$ cat src/rtl/conv_ctrl.sv
// Control FSM for a single-lane 1-D convolution: load, compute, output.
// Drives x RAM / filter ROM addresses and accumulator enables; carries no data.
module conv_ctrl #(
    parameter int N    = 96,
    parameter int M    = 65,
    parameter int AW_X = $clog2(N),
    parameter int AW_F = $clog2(M)
) (
    input  logic            clk,
    input  logic            reset,
    input  logic            x_valid,
    output logic            x_ready,
    output logic            wr_en_x,
    output logic [AW_X-1:0] addr_x,
    output logic [AW_F-1:0] addr_f,
    output logic            clr_acc,
    output logic            en_acc,
    output logic            y_valid,
    input  logic            y_ready,
    output logic            vec_done
);

    localparam int NUM_OUT = N - M + 1;

    localparam logic [AW_X-1:0] LD_LAST  = AW_X'(N - 1);
    localparam logic [AW_X-1:0] O_LAST   = AW_X'(NUM_OUT - 1);
    localparam logic [AW_F-1:0] K_LAST   = AW_F'(M - 1);
    localparam logic [AW_X-1:0] K_LAST_X = AW_X'(M - 1);

    typedef enum logic [1:0] {
        LOAD,
        COMPUTE,
        WAIT,
        OUTPUT
    } state_t;

    state_t          state, state_n;
    logic [AW_X-1:0] ld, ld_n;
    logic [AW_X-1:0] o, o_n;
    logic [AW_F-1:0] k, k_n;
    logic            issue_d, clr_d;
    logic            accept;

    always_ff @(posedge clk or posedge reset) begin
        if (reset) begin
            state   <= LOAD;
            ld      <= '0;
            o       <= '0;
            k       <= '0;
            issue_d <= 1'b0;
            clr_d   <= 1'b0;
        end else begin
            state   <= state_n;
            ld      <= ld_n;
            o       <= o_n;
            k       <= k_n;
            // RAM/ROM reads take one cycle, so enables trail the address
            issue_d <= (state == COMPUTE);
            clr_d   <= (state == COMPUTE) && (k == '0);
        end
    end

    assign en_acc  = issue_d;
    assign clr_acc = clr_d;

    always_comb begin
        state_n  = state;
        ld_n     = ld;
        o_n      = o;
        k_n      = k;
        x_ready  = 1'b0;
        wr_en_x  = 1'b0;
        addr_x   = '0;
        addr_f   = '0;
        y_valid  = 1'b0;
        vec_done = 1'b0;
        accept   = 1'b0;
        unique case (state)
            LOAD: begin
                x_ready = ~reset;
                accept  = x_valid & ~reset;
                wr_en_x = accept;
                addr_x  = ld;
                if (accept) begin
                    if (ld == LD_LAST) begin
                        state_n = COMPUTE;
                        ld_n    = '0;
                        o_n     = '0;
                        k_n     = '0;
                    end else begin
                        ld_n = ld + AW_X'(1);
                    end
                end
            end
            COMPUTE: begin
                addr_x = o + AW_X'(k);
                addr_f = k;
                if (k == K_LAST) begin
                    state_n = WAIT;
                    k_n     = '0;
                end else begin
                    k_n = k + AW_F'(1);
                end
            end
            WAIT: begin
                addr_x  = o + K_LAST_X;
                addr_f  = K_LAST;
                state_n = OUTPUT;
            end
            OUTPUT: begin
                addr_x  = o + K_LAST_X;
                addr_f  = K_LAST;
                y_valid = 1'b1;
                if (y_ready) begin
                    if (o == O_LAST) begin
                        vec_done = 1'b1;
                        o_n      = '0;
                        state_n  = LOAD;
                    end else begin
                        o_n     = o + AW_X'(1);
                        state_n = COMPUTE;
                    end
                end
            end
            default: state_n = LOAD;
        endcase
    end

endmodule

$ cat config.mk
export PLATFORM = sky130hd
export DESIGN_NAME = conv_ctrl
export DESIGN_NICKNAME = d
export VERILOG_FILES = /design/src/rtl/conv_ctrl.sv
export SDC_FILE = /design/constraint.sdc
export NUM_CORES = 1
export LEC_CHECK = 0
export ABC_AREA = 1
export BUFFER_PORTS_ARGS = -buffer_cell sky130_fd_sc_hd__clkbuf_2
export CORE_MARGIN = 3
export CORE_UTILIZATION = 40
export CTS_CLUSTER_SIZE = 12
export DETAILED_ROUTE_END_ITERATION = 10
export GPL_TIMING_DRIVEN = 0
export HOLD_SLACK_MARGIN = 0.02
export PLACE_DENSITY_LB_ADDON = 0.08
export SLEW_MARGIN = 20
export SYNTH_ARGS = -nofsm -noshare
export SYNTH_HDL_FRONTEND = slang
export SYNTH_SLANG_ARGS = --single-unit
$ cat constraint.sdc
create_clock -name clk -period 4.9 [get_ports clk]
set_clock_uncertainty 0.1 [all_clocks]
set_input_delay 0.245 -clock clk [delete_from_list [all_inputs] [get_ports clk]]
set_output_delay 0.245 -clock clk [all_outputs]
set_load 0.05 [all_outputs]
; ---- Word level (Yosys, flattened, before mapping)
; Index checks and enable logic that the tools add are counted.
[classes]
n_eq_ne = 10
mux = 22
n_div = 0
shift = 0
addsub = 5
reduce_logical = 10
n_mul = 0
bitwise = 2
n_lt_le_gt_ge = 0
[op_table]
columns = operator, count
row1 = 7-bit two-way mux, 6
row2 = 7-bit one-hot mux with 2 select lines, 3
row3 = "7-bit by 1-bit adder with 7-bit output, second input constant", 3
row4 = 7-bit one-hot mux with 3 select lines, 1
row5 = "7-bit == test, second input constant", 2
row6 = 2-bit two-way mux, 4
row7 = 2-bit one-hot mux with 4 select lines, 1
row8 = 4-bit AND reduction, 2
row9 = 7-bit adder, 1
row10 = "7-bit adder, second input constant", 1
row11 = "7-bit by 5-bit == test with 1-bit output, second input constant", 1
row12 = 7-bit logical NOT, 1
row13 = 1-bit two-way mux, 7
row14 = "2-bit inequality test, second input constant", 3
row15 = "2-bit == test, second input constant", 2
row16 = 2-bit nonzero test, 2
row17 = 3-bit AND reduction, 1
row18 = "2-bit by 1-bit == test with 1-bit output, second input constant", 1
row19 = 2-bit logical NOT, 1
row20 = "2-bit by 1-bit inequality test with 1-bit output, second input constant", 1
row21 = 2-bit AND reduction, 1
row22 = 2-bit OR reduction, 1
row23 = 1-bit bitwise AND, 1
row24 = 1-bit logical AND, 1
row25 = 1-bit inverter, 1
[totals]
memories = 0
romBits = 0
ram_bits = 0
out_inout_bits = 20
regBits = 25
input_bits = 4
latchBits = 0

; ---- Longest topological paths before layout
; Gate-level depths: netlist of run 1.
[logic_depth]
word_depth = 4
ltp_mapped = 10
ltp_nobuf = 10

; ---- Worst setup path after synthesis of run 1
; Ideal clock, no wire load.
[synth_timing]
path_kind = flip-flop to output port
startpoint = register state[0]
endpoint = output addr_x[0]
arrival_ns = 2.488
n_path_buf = 1
path_stages_with_launch = 6
t_required_ns = 4.555
path_slack_ns = 2.067
cell_sequence = dfrtp_1 > ha_1 > buf_2 > or2_2 > nand2_1 > o21ai_0
[synth_via]
elab_chain_cells = 3
word_cells_on_any_way = 6
cone_classes = eq/ne (3) / mux (1) / reduce/logical (2)
[synth_rtl]
columns = item, line_no
row1 = from (decl), 37  ; state_t state, state_n;
row2 = from (signal assigned), 53  ; state <= state_n;
row3 = 2-bit == test, 78  ; unique case (state)
row4 = 2-bit OR reduction (no source line), --
row5 = 7-bit one-hot mux with 3 select lines (*), 78
row6 = to (decl), 14  ; output logic [AW_X-1:0] addr_x,
; Mark *: on every way between the ends. The rest lies on a longest branch, timed or not.

; ---- Final worst setup path of run 1
[layout_timing]
startpoint = register state[0]
endpoint = output addr_x[2]
; Same word-level chain as after synthesis.

==> results.md, run 1 <==
* Num ports at 24
* Kind of start point of the critical path: flop
* Final nets at ~350
* CP startpoint: state[0]
* N_diodes at 0
* Outcome: complete, no violations
* Non-filler cells, final at 392
* Sequential share of the synthesized area at 31.00%
* Gr usage total at a little under a fifth
* Leakage at between 1 and 1.5 nW
* Longest Clk Path Bufs at 2
* CP Class: reg2out
* Die H at 77.03 um
* Clock transition at path regs at ~0.10 ns
* Unrepaired setup endpoints after global routing: no
* Worst EP required at approximately 4.6 ns
* Layout cell share with drive strength beyond 1 at 13.54%
* Die Wd at ~77 um
* CTS buffer count at 3
* Crit path time final at approximately 2.7 ns
* Synthesized area per cell at 6.795 um^2
* CTS H-tree lvls at 1
* Cell area after synthesis at about 2000 um^2
* Reg2Reg Setup Slack at between 2 and 3 ns
* Slew Limit Fails at 0
* Register bit total from synthesis at 25
* Tightest Pin Transition at roughly 0.58 ns
* Largest net degree at the start of global routing at 27
* Post-route setup TNS at 0 ns
* Initial antenna violation count at 0
* CP arrival at around 2.3 ns
* Reg2reg start: state[0]
* Dpl cells at between 300 and 400
* CP Capture Point: addr_x[2]
* Drt total wl at between 4 and 5 mm
* Area Growth Syn to Fin at 12.65%
* Vias in the first global route at around 1800
* Clk root buf: clkbuf_8
* Clock sink count at 25
* Period utilization at between 50 and 60%
* Hpwl dp at between 3 and 4 mm
* Skew-Pair Late Insertion Delay at between 0.2 and 0.3 ns
* I/O Buffers at 23
* Hold Fails Final Rpt at 0
* Top cell type's share of synthesized area at between 30% and 40%
* Reg2reg path depth at 9
* Slowest stage cell, crit path: dfrtp_1
* Gate Count Post-Synth at ~300
* Vias at between 1500 and 2000
* DIE AREA at 5934 um^2
* Setup crit end kind: output pin
* Largest cells by area after synthesis: dfrtp_1, nand2_1, inv_1, ha_1, nand3_1
* CP Buf/Inv Count at 4
* Top cell type by total area after synthesis: dfrtp_1
* Max-cap violation count at 0
* Initial drt markers at 108
* Drt pass-1 iters at 4
* Worst vdd ir at approximately 0.00034 V
* P per Cell Area at about 480 nW/um^2
* FMAX at approximately 0.37 GHz
* Util after Layout at around 48%
* Gpl congestion at about 0.82
* DR vias/cell at between 4 and 5
* CTS tree: done
* Row Count at 25
* ANT nets after route at 0
* Distinct cell type count after synthesis at 31
* Fillers at 500
* Hold WC Path Type: in2reg
* Worst r2r dst: k[2]
* Post-cts resize count at 0
* Ys Warns at 0
* Power, Total at ~1.1 mW
* Crit path max fanout at 10
* Worst path max stage delay at about 0.45 ns
* Core Box Area at 4786 um^2
* DRC Markers at 0
* Syn_nets at 316
* Wirelength per Cell at 12.49 um
* Final Setup Violations at 0
* Grt total ovfl at 0
* Initial Utilization at roughly 42%
* Family with the most delay on the worst path: buffers and inverters
* Cells along the critical path: inv_1, ha_1, inv_2, nand2_1, inv_1, nand2_1, o211ai_1, clkbuf_2
* Global-route wire length before repair at roughly 8.6 mm
* Slew headroom at between 60 and 70%
* Stages on worst setup path at 8
-- where the power goes --
group	internal, mW	switching [mW]
logic	0.184	0.429
registers	0.255	0.0826
clock network	0.0573	0.0770
-- cell usage in the layout (no fill, tap or decap), types with 2 or more instances in the layout --
| cell type | n |
|---|---|
| xnor2_1 | 2 |
| nand2_1 | 90 |
| nand4_1 | 8 |
| xor2_1 | 3 |
| clkbuf_2 | 23 |
| nor3_1 | 3 |
| a22oi_1 | 2 |
| nand3_1 | 30 |
| o21bai_1 | 2 |
| or2_2 | 2 |
| dfrtp_1 | 25 |
| clkbuf_8 | 3 |
| inv_2 | 2 |
| a21oi_1 | 7 |
| nor2_1 | 24 |
| o22ai_1 | 3 |
| buf_2 | 2 |
| ha_1 | 14 |
| inv_1 | 48 |
| o21ai_0 | 13 |
| o21ai_2 | 5 |
-- tightest hold or removal path, stage by stage --
cell	delay, ns
clkbuf_2	0.09
nor2_1	0.05
inv_1	0.08
nand4_1	0.10
nand2_1	0.07
-- registers in the layout, summed over array words and instances, names as in the netlist --
signal / cells
clr_acc: 1
ld: 7
k: 7
o: 7
en_acc: 1
state: 2
-- layout make-up --
cell class / instances / area, um^2 / area share (%)
sequential: 25 / 625.6 / 27.52
multi-input combinational: 218 / 1180 / 51.90
clock buffer: 3 / 41.29 / 1.816
clock inverter: 1 / 5.005 / 0.2201
timing repair buffer: 24 / 125.1 / 5.504
tap: 67 / 83.83 / 3.687
buffer: 4 / 25.02 / 1.101
inverter: 50 / 187.7 / 8.255
-- per-layer routing --
metal  track usage, %  vias up  part of all wire, %
met1            25.87      845                   51
li1                 -     1012                    -
met5                0        -                    0
met4            4.982        0                  1.3
met3            3.756        6                  4.5
met2            27.44       35                   43
-- what timing repair did --
action | 4_1_cts | 5_1_grt
hold endpoints to repair | 0 | 25
setup buffers | 0 | 0
hold buffers | 0 | 1
endpoints found under the setup margin | 0 | 0
-- how the worst min path moves through the flow --
stage | from | cells past startpoint | end
final | y_ready | 5 | state[1]
after global routing | y_ready | 5 | state[1]
after CTS | reset | 2 | o[2]
after detailed placement | ld[5] | 2 | ld[5]
after global placement | ld[5] | 2 | ld[5]
after floorplan | reset | 1 | clr_acc
-- Yosys cell counts --
cell,count
a22oi_1,2
nor2_1,24
o21ai_2,5
inv_1,49
xor2_1,3
o21ai_1,1
o21bai_4,1
o21ai_0,13
xnor2_1,2
a31oi_1,1
inv_2,1
nor3_1,3
nand3_2,1
nand2_2,1
or2_2,2
nand2_1,90
nor2_8,1
nand3_1,30
nand3b_1,1
buf_6,1
a21oi_1,7
dfrtp_1,25
fa_1,1
o21bai_1,2
o22ai_1,3
ha_1,14
buf_2,2
clkbuf_1,1
nand4_1,8
nand2_4,1
o211ai_1,1
-- stage by stage --
step | hold slack, ns | instance area [um^2] | setup slack (ns)
6_report | 0.2869 | 2273 | 2.231
5_1_grt | 0.3215 | 2273 | 1.983
4_1_cts | 0.1363 | 2263 | 2.227
3_5_place_dp | 0.4134 | 2217 | 2.332
3_3_place_gp | 0.3996 | 2217 | 2.338
2_1_floorplan | 0.1806 | 2018 | 2.067
-- logic make-up (layout without fill, tap and decap cells) --
| group | count (synthesis) | count (layout) | synth area share (%) |
|---|---|---|---|
| flip-flops | 25 | 25 | 31.00 |
| adder cells (fa/ha/maj) | 15 | 15 | 9.672 |
| buffers and inverters | 54 | 82 | 10.54 |
| XOR/XNOR | 5 | 5 | 2.170 |
| AO/OA/AOI/OAI | 36 | 36 | 11.41 |
| AND/OR/NAND/NOR | 162 | 162 | 35.21 |
Note: power is estimated with default switching activity, not from simulation.
==> run 2: changes to the inputs <==
Settings changed: ABC_AREA 1 to 0.
Clock period 4.9 ns to 2.8 ns, I/O delays scaled along.
==> run 2 against run 1 <==
  * Sequential power up 6.8%
  * Power down 45%
  * Wire length down 12%
  * Critical path type unchanged
  * Register-to-register slack worse by 2.4 ns
  * Via count down 17%
  * Clock-buffer cell count up 1
  * Design area down 11%
  * Largest cell class unchanged
  * Final cell count down 29%
  * Global-route usage down 0.54 points
  * Non-clock buffer count up 1
==> results.md, run 2 <==
* Slew Limit Fails at 0 (unchanged)
* Dpl cells at 272 (-30%)
* I/O Buffers at 23 (unchanged)
* Register bit total from synthesis at 25 (unchanged)
* EDFF count, synth at 0 (unchanged)
* Num ports at 24 (unchanged)
* Drt total wl at 4.300 mm (-12%)
* Top cell type's share of synthesized area at 35.21% (+4.2 points)
* Period utilization at between 90% and 100%
* Slew headroom at 36.30% (-25 points)
* Hold WC Path Type: in2reg
* DRC Markers at 0 (unchanged)
* CTS buffer count at 3 (unchanged)
* Vias in the first global route at 1526 (-14%)
* N_diodes at 0 (unchanged)
* Worst EP required at 2.56 ns (-1.99 ns)
* Power share of the sequential group at 60.8% (+30 points)
* Most frequent cell after synthesis: dfrtp_1
* Outcome: complete, no violations
* Grt total ovfl at 0 (unchanged)
* Syn_nets at 218 (-31%)
* DR vias/cell at 5.700 (+18%)
* Leakage at 1.024 nW (-17%)
* ANT nets after route at 0 (unchanged)
* Crit path max fanout at 6 (-4)
* Hpwl dp at 3.406 mm (-10%)
* Asr flop ratio synth at 100.0% (unchanged)
* Tightest Pin Transition at 0.9496 ns (+0.3679 ns)
* CTS tree: done
* Final nets at 247 (-28%)
* Die Wd at 72.65 um (-5.7%)
* Initial Utilization at 42.87% (+0.70 points)
* Crit path time final at 2.683 ns
* Sw Ratio at 21.49% (-33 points)
* Synthesized area per cell at 8.928 um^2 (+31%)
* Layout cell share with drive strength beyond 1 at 18.94% (+5.4 points)
* Unrepaired setup endpoints after global routing: no
* Vias at 1579 (-17%)
* Gate Count Post-Synth at 199 (-33%)
* Sequential share of the synthesized area at 35.21% (+4.2 points)
* Final Setup Violations at 0 (unchanged)
* Clk root buf: clkbuf_8
* Die H at 72.65 um (-5.7%)
* Clock power share at 37.2% (+25 points)
* Util after Layout at 48.97% (+1.5 points)
* Drt pass-1 iters at 4 (unchanged)
* Gpl congestion at 0.8388 (+2.6%)
* Gr usage total at 17.51% (-0.54 points)
* Largest net degree at the start of global routing at 26 (-3.7%)
* Commonest register cell after synthesis: dfrtp_1
* Worst vdd ir at 0.0002317 V (-31%)
* Hold Fails Final Rpt at 0 (unchanged)
* Max-cap violation count at 0 (unchanged)
* Ys Warns at 0 (unchanged)
* Most frequent cells in the layout: o21ai_0, clkbuf_2, dfrtp_1
* CTS H-tree lvls at 1 (unchanged)
* Largest cells by area after synthesis: dfrtp_1, ha_1, o21ai_0, nand2_1, nand3_1
* DIE AREA at 5277 um^2 (-11%)
* FMAX at 0.3727 GHz
* CP Class: reg2out
* Top cell type by total area after synthesis: dfrtp_1
* Distinct cell type count after synthesis at 44 (+42%)
* P per Cell Area at 292.5 nW/um^2 (-39%)
* Core Box Area at 4144 um^2 (-13%)
* Switch Pwr at 0.1276 mW (-78%)
* Row Count at 23 (-8.0%)
* Combinational group share of total power at 2.0% (-54 points)
* CP arrival at 2.44 ns (+0.12 ns)
* Clock transition at path regs at 0.09 ns (about the same)
* Non-filler cells, final at 277 (-29%)
* Synth cell count leaders: dfrtp_1, o21ai_0, nand2_1, ha_1
* P_int at 0.4661 mW (-6.2%)
* Regs by FF count: k x7, ld x7, o x7
* Clock sink count at 25 (unchanged)
* Setup crit end kind: output pin
* Post-route setup TNS at 0 ns (unchanged)
* Cell area after synthesis at 1777 um^2 (-12%)
* Area Growth Syn to Fin at 14.23%
* Global-route wire length before repair at 7.272 mm (-15%)
* Longest Clk Path Bufs at 2 (unchanged)
* Skew-Pair Late Insertion Delay at 0.27 ns (about the same)
* Kind of start point of the critical path: flop
* Wirelength per Cell at 15.52 um (+24%)
* Initial antenna violation count at 0 (unchanged)
* Hold_ws at 0.09873 ns (-0.1881 ns)
* Initial drt markers at 132 (+22%)
## run 2: routing by layer
layer  part of all wire (%)  GRT usage, %
met4                    1.5         4.303
met2                     49         29.56
met1                     45         21.99
met3                    5.0         5.096
met5                      0             0
## run 2: layout make-up
cell class                      count  area, um^2
Fill cell                         429        2115
Multi-Input combinational cell    161        1109
Sequential cell                    25       628.1
Timing Repair Buffer               24       127.6
Tap cell                           50       62.56
Clock buffer                        4       45.04
Inverter                            8       30.03
Buffer                              5       27.53
## run 2: power by group through the flow
stage / logic (mW) / registers (mW) / clock network [mW]
finish: 0.0120 / 0.361 / 0.221
global route: 0.0137 / 0.361 / 0.238
CTS: 0.0116 / 0.361 / 0.223
floorplan: 0.00624 / 0.368 / 0
detailed placement: 0.0115 / 0.368 / 0
global placement: 0.0113 / 0.368 / 0
## run 2: cell families after synthesis
| family | synth area share, % |
|---|---|
| simple gates | 24.86 |
| compound gates | 21.69 |
| flops | 35.21 |
| fa+ha+maj | 10.99 |
| buf+inv | 3.169 |
| xor+xnor | 3.451 |
| mux | 0.6338 |
## run 2: path summary, 6_finish.rpt
path                       startpoint   endpoint  slack, ns  depth (start not counted)
min in group asynchronous       reset       k[2]       0.42                          3
max in group asynchronous       reset       o[0]       1.70                          3
max reg2reg                      o[1]   state[0]       0.45                          5
min                           x_valid      ld[1]        0.1                          4
min reg2reg                     ld[1]      ld[1]       0.45                          2
max                              o[0]  addr_x[6]       0.12                          8
## run 2: critical path, stage by stage (launching register included)
cell	delay, ns
dfrtp_2	0.45
ha_1	0.25
fa_2	0.39
a211oi_2	0.23
o21bai_1	0.11
a21oi_2	0.15
xnor2_1	0.08
a221o_1	0.32
buf_4	0.19
## run 2: per-stage QoR
stage | power [mW] | cell area (um^2) | setup WS [ns]
after CTS | 0.5954 | 2009 | 0.03425
after global placement | 0.3792 | 1954 | 0.2238
after detailed placement | 0.3794 | 1954 | 0.1898
after floorplan | 0.3741 | 1777 | 0.03064
final | 0.5937 | 2029 | 0.1165
after global routing | 0.6127 | 2029 | 0.01177
## run 2: timing repair
action / CTS / global route
endpoints found under the hold margin: 0 / 25
buffers inserted: 0 / 0
resized for setup: 3 / 7
pin swaps: 0 / 1
setup endpoints to repair: 1 / 4
hold buffers: 0 / 1
